`src/rtl/interpolator_pkg.sv`:
```
// Shared types and elaboration helpers for the interpolator_nx linear upsampler.
package interpolator_pkg;

    typedef enum logic [1:0] {
        PRIME = 2'd0,
        IDLE  = 2'd1,
        RUN   = 2'd2
    } state_t;

    localparam int DATA_W_MIN = 4;
    localparam int DATA_W_MAX = 16;
    localparam int RATIO_MIN  = 2;
    localparam int RATIO_MAX  = 256;
    localparam int COEF_W_MIN = 4;
    localparam int COEF_W_MAX = 16;

    // round(k * 2^coef_w / ratio), ties rounded up, in pure integer form
    function automatic int coef1(input int k, input int ratio, input int coef_w);
        return ((k << (coef_w + 1)) + ratio) / (2 * ratio);
    endfunction

endpackage

```
`src/rtl/interpolator_coef_rom.sv`:
```
// Constant phase-to-coefficient table: k -> {c0_k, c1_k}, with c0_k + c1_k = 2^COEF_W.
module interpolator_coef_rom
    import interpolator_pkg::*;
#(
    parameter int RATIO  = 10,
    parameter int COEF_W = 8,
    parameter int K_W    = $clog2(RATIO)
) (
    input  logic [K_W-1:0]  k,
    output logic [COEF_W:0] c0,
    output logic [COEF_W:0] c1
);

    logic [COEF_W:0] c1_tab [RATIO];

    for (genvar i = 0; i < RATIO; i++) begin : g_tab
        assign c1_tab[i] = (COEF_W + 1)'(coef1(i, RATIO, COEF_W));
    end

    assign c1 = c1_tab[k];
    assign c0 = (COEF_W + 1)'(1 << COEF_W) - c1;

endmodule

```
`src/rtl/interpolator_nx.sv`:
```
// Linear interpolating upsampler: RATIO outputs between consecutive input samples.
// Build option: define INTERPOLATOR_SIGNED_EN for two's-complement samples and arithmetic.
module interpolator_nx
    import interpolator_pkg::*;
#(
    parameter int DATA_W = 8,
    parameter int RATIO  = 10,
    parameter int COEF_W = 8
) (
    input  logic                     clk,
    input  logic                     reset_n,
    input  logic                     in_valid,
    output logic                     in_ready,
    input  logic [DATA_W-1:0]        in_data,
    output logic                     out_valid,
    input  logic                     out_ready,
    output logic [DATA_W-1:0]        out_data,
    output logic [$clog2(RATIO)-1:0] out_phase,
    output logic                     out_last,
    output state_t                   fsm_state
);

    localparam int K_W = $clog2(RATIO);
    localparam int PW  = DATA_W + COEF_W + 3;
    localparam logic [K_W-1:0]       K_LAST = K_W'(RATIO - 1);
    localparam logic signed [PW-1:0] HALF   = PW'(1 << (COEF_W - 1));

    if (DATA_W < DATA_W_MIN || DATA_W > DATA_W_MAX ||
        RATIO  < RATIO_MIN  || RATIO  > RATIO_MAX  ||
        COEF_W < COEF_W_MIN || COEF_W > COEF_W_MAX) begin : g_bad_param
        $error("interpolator_nx: parameter out of range");
    end

    // Valid/ready: a transfer happens on a rising edge where valid && ready are both high;
    // a held output (out_valid && !out_ready) freezes the whole block.
    state_t            state, state_n;
    logic [K_W-1:0]    k, k_n;
    logic [DATA_W-1:0] x0, x1;
    logic              live, stall, accept, issue;

    assign stall     = out_valid && !out_ready;
    assign fsm_state = state;

    always_comb begin
        state_n  = state;
        k_n      = k;
        in_ready = 1'b0;
        issue    = 1'b0;
        case (state)
            PRIME: begin
                in_ready = live && !stall;
                if (in_valid && in_ready) state_n = IDLE;
            end
            IDLE: begin
                in_ready = live && !stall;
                if (in_valid && in_ready) begin
                    state_n = RUN;
                    k_n     = '0;
                end
            end
            RUN: begin
                if (!stall) begin
                    issue = 1'b1;
                    if (k == K_LAST) begin
                        // A new sample on the final phase restarts the interval seamlessly
                        in_ready = 1'b1;
                        k_n      = '0;
                        state_n  = in_valid ? RUN : IDLE;
                    end else begin
                        k_n = k + 1'b1;
                    end
                end
            end
            default: state_n = PRIME;
        endcase
        accept = in_valid && in_ready;
    end

    always_ff @(posedge clk or negedge reset_n) begin
        if (!reset_n) begin
            state <= PRIME;
            k     <= '0;
            live  <= 1'b0;
            x0    <= '0;
            x1    <= '0;
        end else begin
            state <= state_n;
            k     <= k_n;
            live  <= 1'b1;
            if (accept) begin
                x0 <= x1;
                x1 <= in_data;
            end
        end
    end

    // Issue stage captures the phase together with its sample pair
    logic              iv;
    logic [K_W-1:0]    ik;
    logic [DATA_W-1:0] ix0, ix1;

    always_ff @(posedge clk or negedge reset_n) begin
        if (!reset_n) begin
            iv  <= 1'b0;
            ik  <= '0;
            ix0 <= '0;
            ix1 <= '0;
        end else if (!stall) begin
            iv  <= issue;
            ik  <= k;
            ix0 <= x0;
            ix1 <= x1;
        end
    end

    logic [COEF_W:0]       c0, c1;
    logic signed [PW-1:0]  x0e, x1e, c0e, c1e;

    interpolator_coef_rom #(
        .RATIO  (RATIO),
        .COEF_W (COEF_W),
        .K_W    (K_W)
    ) u_coef_rom (
        .k  (ik),
        .c0 (c0),
        .c1 (c1)
    );

`ifdef INTERPOLATOR_SIGNED_EN
    assign x0e = {{(PW - DATA_W){ix0[DATA_W-1]}}, ix0};
    assign x1e = {{(PW - DATA_W){ix1[DATA_W-1]}}, ix1};
`else
    assign x0e = {{(PW - DATA_W){1'b0}}, ix0};
    assign x1e = {{(PW - DATA_W){1'b0}}, ix1};
`endif
    assign c0e = {{(PW - COEF_W - 1){1'b0}}, c0};
    assign c1e = {{(PW - COEF_W - 1){1'b0}}, c1};

    logic                 pv;
    logic [K_W-1:0]       pk;
    logic signed [PW-1:0] p0, p1, sum;

    always_ff @(posedge clk or negedge reset_n) begin
        if (!reset_n) begin
            pv <= 1'b0;
            pk <= '0;
            p0 <= '0;
            p1 <= '0;
        end else if (!stall) begin
            pv <= iv;
            pk <= ik;
            p0 <= x0e * c0e;
            p1 <= x1e * c1e;
        end
    end

    assign sum = p0 + p1 + HALF;

    always_ff @(posedge clk or negedge reset_n) begin
        if (!reset_n) begin
            out_valid <= 1'b0;
            out_data  <= '0;
            out_phase <= '0;
            out_last  <= 1'b0;
        end else if (!stall) begin
            out_valid <= pv;
            out_data  <= DATA_W'(sum >>> COEF_W);
            out_phase <= pk;
            out_last  <= (pk == K_LAST);
        end
    end

endmodule

```
`config.mk`:
```
export PLATFORM = sky130hd
export DESIGN_NAME = interpolator_nx
export DESIGN_NICKNAME = d
export VERILOG_FILES = /design/src/rtl/interpolator_pkg.sv /design/src/rtl/interpolator_coef_rom.sv /design/src/rtl/interpolator_nx.sv
export SDC_FILE = /design/constraint.sdc
export NUM_CORES = 1
export LEC_CHECK = 0
export BUFFER_PORTS_ARGS = -buffer_cell sky130_fd_sc_hd__buf_2
export CAP_MARGIN = 20
export CORE_UTILIZATION = 25
export DETAILED_ROUTE_END_ITERATION = 12
export GPL_ROUTABILITY_DRIVEN = 0
export SETUP_SLACK_MARGIN = 0.1
export SYNTH_ARGS = -nofsm -noshare
export SYNTH_HDL_FRONTEND = slang
export SYNTH_SLANG_ARGS = --single-unit
```
`constraint.sdc`:
```
create_clock -name clk -period 6.41 [get_ports clk]
set_clock_uncertainty 0.15 [all_clocks]
set_input_delay 0.641 -clock clk [delete_from_list [all_inputs] [get_ports clk]]
set_output_delay 0.641 -clock clk [all_outputs]
set_load 0.02 [all_outputs]
```
Word level (Yosys, flattened, before mapping)
Memories as Yosys holds them, arrays and structs flattened.
Cells that the tools add are included.
{"block": "totals", "mem_bits_ro": 144, "reg_bits": 95, "elab_cells": 61, "input_bits": 12, "n_memories": 1, "out_inout_bits": 17}
{"memory": "(no name shown)", "words": 16, "width": 9, "rd": 1, "rd_clocked_by_memory_dff": 0, "wr": 0, "line_no": "interpolator_coef_rom.sv:20", "rtl": "assign c1 = c1_tab[k];"}
{"block": "op_classes", "reduce_logical": 11, "mul": 2, "bitwise_logic": 1, "eq_ne": 8, "n_addsub": 4, "magnitude_cmp": 1, "muxes": 16}
{"op": "$mul A8 B9 Y16", "count": 2}
{"op": "$mux W9", "count": 2}
{"op": "$add A16 B16 Y16", "count": 1}
{"op": "$add A16 B9 Y16 const B", "count": 1}
{"op": "$mux W4", "count": 3}
{"op": "$mux W2", "count": 5}
{"op": "$sub A9 B9 Y9 const A", "count": 1}
{"op": "$eq A4 B4 Y1 const B", "count": 2}
{"op": "$ne A2 B2 Y1 const B", "count": 4}
{"op": "$pmux W4 S2", "count": 1}
{"op": "$pmux W2 S3", "count": 1}
{"op": "$ge A5 B5 Y1 const B", "count": 1}
{"op": "$not A4 Y5", "count": 1}
{"op": "$add A4 B1 Y4 const B", "count": 1}
{"op": "$logic_and A1 B1 Y1", "count": 4}
{"op": "$reduce_and A4 Y1", "count": 1}
{"op": "$mux W1", "count": 3}
{"op": "$reduce_and A3 Y1", "count": 1}
{"op": "$eq A2 B1 Y1 const B", "count": 1}
{"op": "$eq A2 B2 Y1 const B", "count": 1}
{"op": "$logic_not A1 Y1", "count": 2}
{"op": "$logic_not A2 Y1", "count": 1}
{"op": "$pmux W1 S2", "count": 1}
{"op": "$reduce_bool A2 Y1", "count": 1}
{"op": "$reduce_or A2 Y1", "count": 1}

Depth between registers and ports, before layout
{"block": "logic_depth", "depth_word": 7, "ltp_mapped": 26, "depth_no_buf": 25}

Hierarchy
A second synthesis with hierarchy kept.
{"block": "unflattened", "cells_unflattened": 1010, "hier_area_um2": 9260.1}
{"mod": "interpolator_nx", "seq_area_each_um2": 2377.3, "area_per_inst_um2": 8869.8, "cells_per_inst": 955, "instances": 1}
{"mod": "interpolator_coef_rom", "seq_area_each_um2": 0.0, "area_per_inst_um2": 390.4, "cells_per_inst": 55, "instances": 1}

Worst setup path before layout
Ideal clock, no wire load.
{"block": "synth_path", "kind": "register to register", "start": "register ik[0]", "end": "register p0[15]", "path_stages_with_launch": 25, "setup_ns": 0.083, "arrival_ns": 5.829, "setup_slack_ns": 0.349, "path_cell_list": "dfrtp_1 inv_1 ha_1 nand2b_1 a31oi_2 inv_1 ha_1 inv_1 or3_1 xor2_1 and2_1 fa_1 inv_1 fa_1 inv_1 fa_1 inv_1 fa_1 inv_1 ha_1 or4_1 o22a_1 a211oi_1 xnor3_1 o21ai_0"}
{"block": "synth_between", "elab_chain_cells": 6}
{"item": "start: declaration", "line_no": "interpolator_nx.sv:99", "rtl": "logic [K_W-1:0] ik;"}
{"item": "start signal: assignment", "line_no": "interpolator_nx.sv:110", "rtl": "ik <= k;"}
{"item": "$not A4 Y5 (implied by the code)", "line_no": "interpolator_coef_rom.sv:20"}
{"item": "$mem_v2 Z16 W9"}
{"item": "$mux W9 (implied by the code) (2 in a row)", "line_no": "interpolator_coef_rom.sv:20"}
{"item": "$sub A9 B9 Y9", "line_no": "interpolator_coef_rom.sv:21", "rtl": "assign c0 = (COEF_W + 1)'(1 << COEF_W) - c1;"}
{"item": "$mul A8 B9 Y16", "line_no": "interpolator_nx.sv:152", "rtl": "p0 <= x0e * c0e;"}
{"item": "end signal: assignment", "line_no": "interpolator_nx.sv:152"}
{"item": "end: declaration", "line_no": "interpolator_nx.sv:141", "rtl": "logic signed [PW-1:0] p0, p1, sum;"}
Every way passes these cells. The select of a mux whose other input is x is not followed.
A chain may end at the register's enable or synchronous reset.

Worst setup path in the final report
{"block": "layout_path", "start": "register ik[1]", "end": "register p0[15]"}
The elaborated chain is that of the path after synthesis.

==> metrics.cfg <==
[routing]
vias_per_cell=4.478
ant_nets=0
drt_iter0_drc=322
detail_route.wl_per_cell_um=13.64
drt_pass1_iterations=4
via_count=6561
drc_errors=0
drt_wl_total_mm=19.99

[clocking]
tritoncts=done
cts_htree_levels=3
clkTransAtPathRegs_ps=80
cts_root_buf=clkbuf_16
hold_buffers=0
numCtsBuffers=9
clockBufferDepth=2
clk_latency_ps=360
clock_sinks=95

[hold_path]
hold_class=primary input to async pin

[worst_setup_path]
reg2reg_depth=20
cp_slowest_cell=fa_1
crit_family=adder cells
crit_top_cell=fa_1
path_max_fanout=8
worstReg2RegStart=ik[1]
path_cells=buf_4, ha_1, or2_1, o22a_1, nor3_4, buf_4, mux2i_4, nand2_1, fa_1, fa_1, fa_1, fa_1, inv_1, ha_1, a21o_1, or4_4, o22a_1, a211oi_2, xnor3_1, o21ai_1
crit_required_ps=6540
endpoint_kind=register
reg2reg_to=p0[15]
crit_buf_inv=3
slowest_delay_ps=570
cp_data_arrival_time_ps=6220
path_class=register to register
r2r_setup_slack_ps=320
cp-start-kind=register

[timing]
fin_crit_sh=0.9498
fin_crit_ps=6088
slew_viol_final=0
max_freq_ghz=0.1642
slew_headroom=0.4407
rsz0062_at_grt=no
hold_violations=0
tightest_slew_ps=838.9
setup_viol=0
timing.setup.tns_ps=0
worst_slack_ps=321.7

[synth]
synth_seq_area_share=0.2672
async_reset_ff_frac=1.000
synth_seq_cells=95
synthSimpleGateAreaFrac=0.1898
synthMuxAreaShare=0.02250
synth_cell_types=58
synth_top_family_by_area=adder cells
ys_dominant_reg_cell=dfrtp_1
yosys_warnings=0
syn_nets=1164
synth_fa_ha_area_frac=0.3223
synth_edf_count=0
syn_area_per_cell_um2=9.182
synth_compound_gate_area_share=0.09717
synthXorXnorAreaFrac=0.03319
synth_cells=969
syn_area_um2=8897

[global_routing]
grt_pass1_vias=6777
grt_max_degree=81
grt_use_total=0.1181
grt_pass1_wl_mm=34.52
antenna_found_initial=1
gr-total-overflow=0

[final_layout]
final_cell_mix=nand2_1 (179), inv_1 (124), ha_1 (101), dfrtp_1 (94), fa_1 (76)
final_area_um2=10140
nets=1200
final_layout_size_suffix_gt1_frac=0.1188
area_growth_pct=14.01
final_common_cell=nand2_1
diodes=0

[placed_design]
place_area_um2=9647
hpwl_mm=15.44
place_worst_setup_slack_ps=16.07
io_buffers=28

[die]
die_y_um=190.7
start_util=0.2557
num_io_pins=29
coreArea_um2=34800
die_x_um=190.7
floorplan.rows=68
die_area_um2=36350

[job]
drv_cap=0

[outcome]
status=completed

## how the worst max path moves through the flow
stage / startpoint / endpoint / slack [ps] / depth (start not counted)
after global placement: ik[1] / p0[15] / 270 / 22
after detailed placement: ik[1] / p0[15] / 20 / 21
final: ik[1] / p0[15] / 320 / 20
after CTS: ik[1] / p0[15] / 130 / 21
after floorplan: ik[0] / p0[15] / 350 / 24
after global routing: ik[1] / p0[15] / 70 / 20
## Yosys cell counts (all sizes together) (5+ instances only)
cell type,count,area [um2]
o31ai,8,60.06
nor2b,21,131.4
o21a,8,60.06
ha,106,1326
mux2,16,180.2
a21oi,34,177.7
o31a,5,43.79
nand2,179,671.9
dfrtp,95,2377
nand2b,14,87.58
nand3,10,50.05
inv,128,480.5
nor3,12,76.33
xnor2,16,140.1
o21ai,36,180.2
and3,8,50.05
a211oi,10,80.07
clkbuf,24,90.09
fa,77,1541
nor2,35,131.4
xor2,13,132.6
and2,58,362.9
a21o,8,60.06
## state kept, by name (all words and copies together), names as in the netlist, 2 cells and up
name,count
p0,16
out_data,8
pk,4
ik,4
k,4
ix1,8
p1,16
fsm_state,2
x0,8
ix0,8
out_phase,4
x1,8
## routing by layer
metal | GRT usage | wire, um
met4 | 0.03138 | 288
met5 | 0 | 0
met1 | 0.1634 | 9651
met3 | 0.01785 | 599
met2 | 0.1905 | 9449
## cells by family (layout without fill, tap and decap cells)
logic type	Yosys count	after routing
compound gates	132	132
xor+xnor	30	30
fa+ha+maj	183	183
buf+inv	156	197
flops	95	95
mux	18	18
other cells	1	1
simple gates	354	354
## layout make-up
cell class              instances  area, um2
inverters                     128      480.5
repair buffers                 53      337.8
flip-flops and latches         95       2379
fillers                      3657      24650
clock inverters                 7      93.84
well taps                     455      569.3
multi-input cells             718       6058
clock buffers                   9      225.2
## metrics by stage
stage / hold slack (ps) / std cells / util
floorplan: 195.4 / 969 / -
CTS: 132.5 / 1459 / 0.2869
global placement: 300.0 / 1442 / 0.2769
detailed placement: 304.7 / 1443 / 0.2772
finish: 118.8 / 1465 / 0.2915
global route: 162.1 / 1465 / 0.2915
## repair_timing
item                       CTS  global route
setup endpoints to repair    1             7
setup buffers                0             6
pin swaps                    0            10
resized for setup            3            27
Power is left out: the tool's default activity adds up to more than one toggle a clock period on the data nets, which glitch-free logic cannot reach.
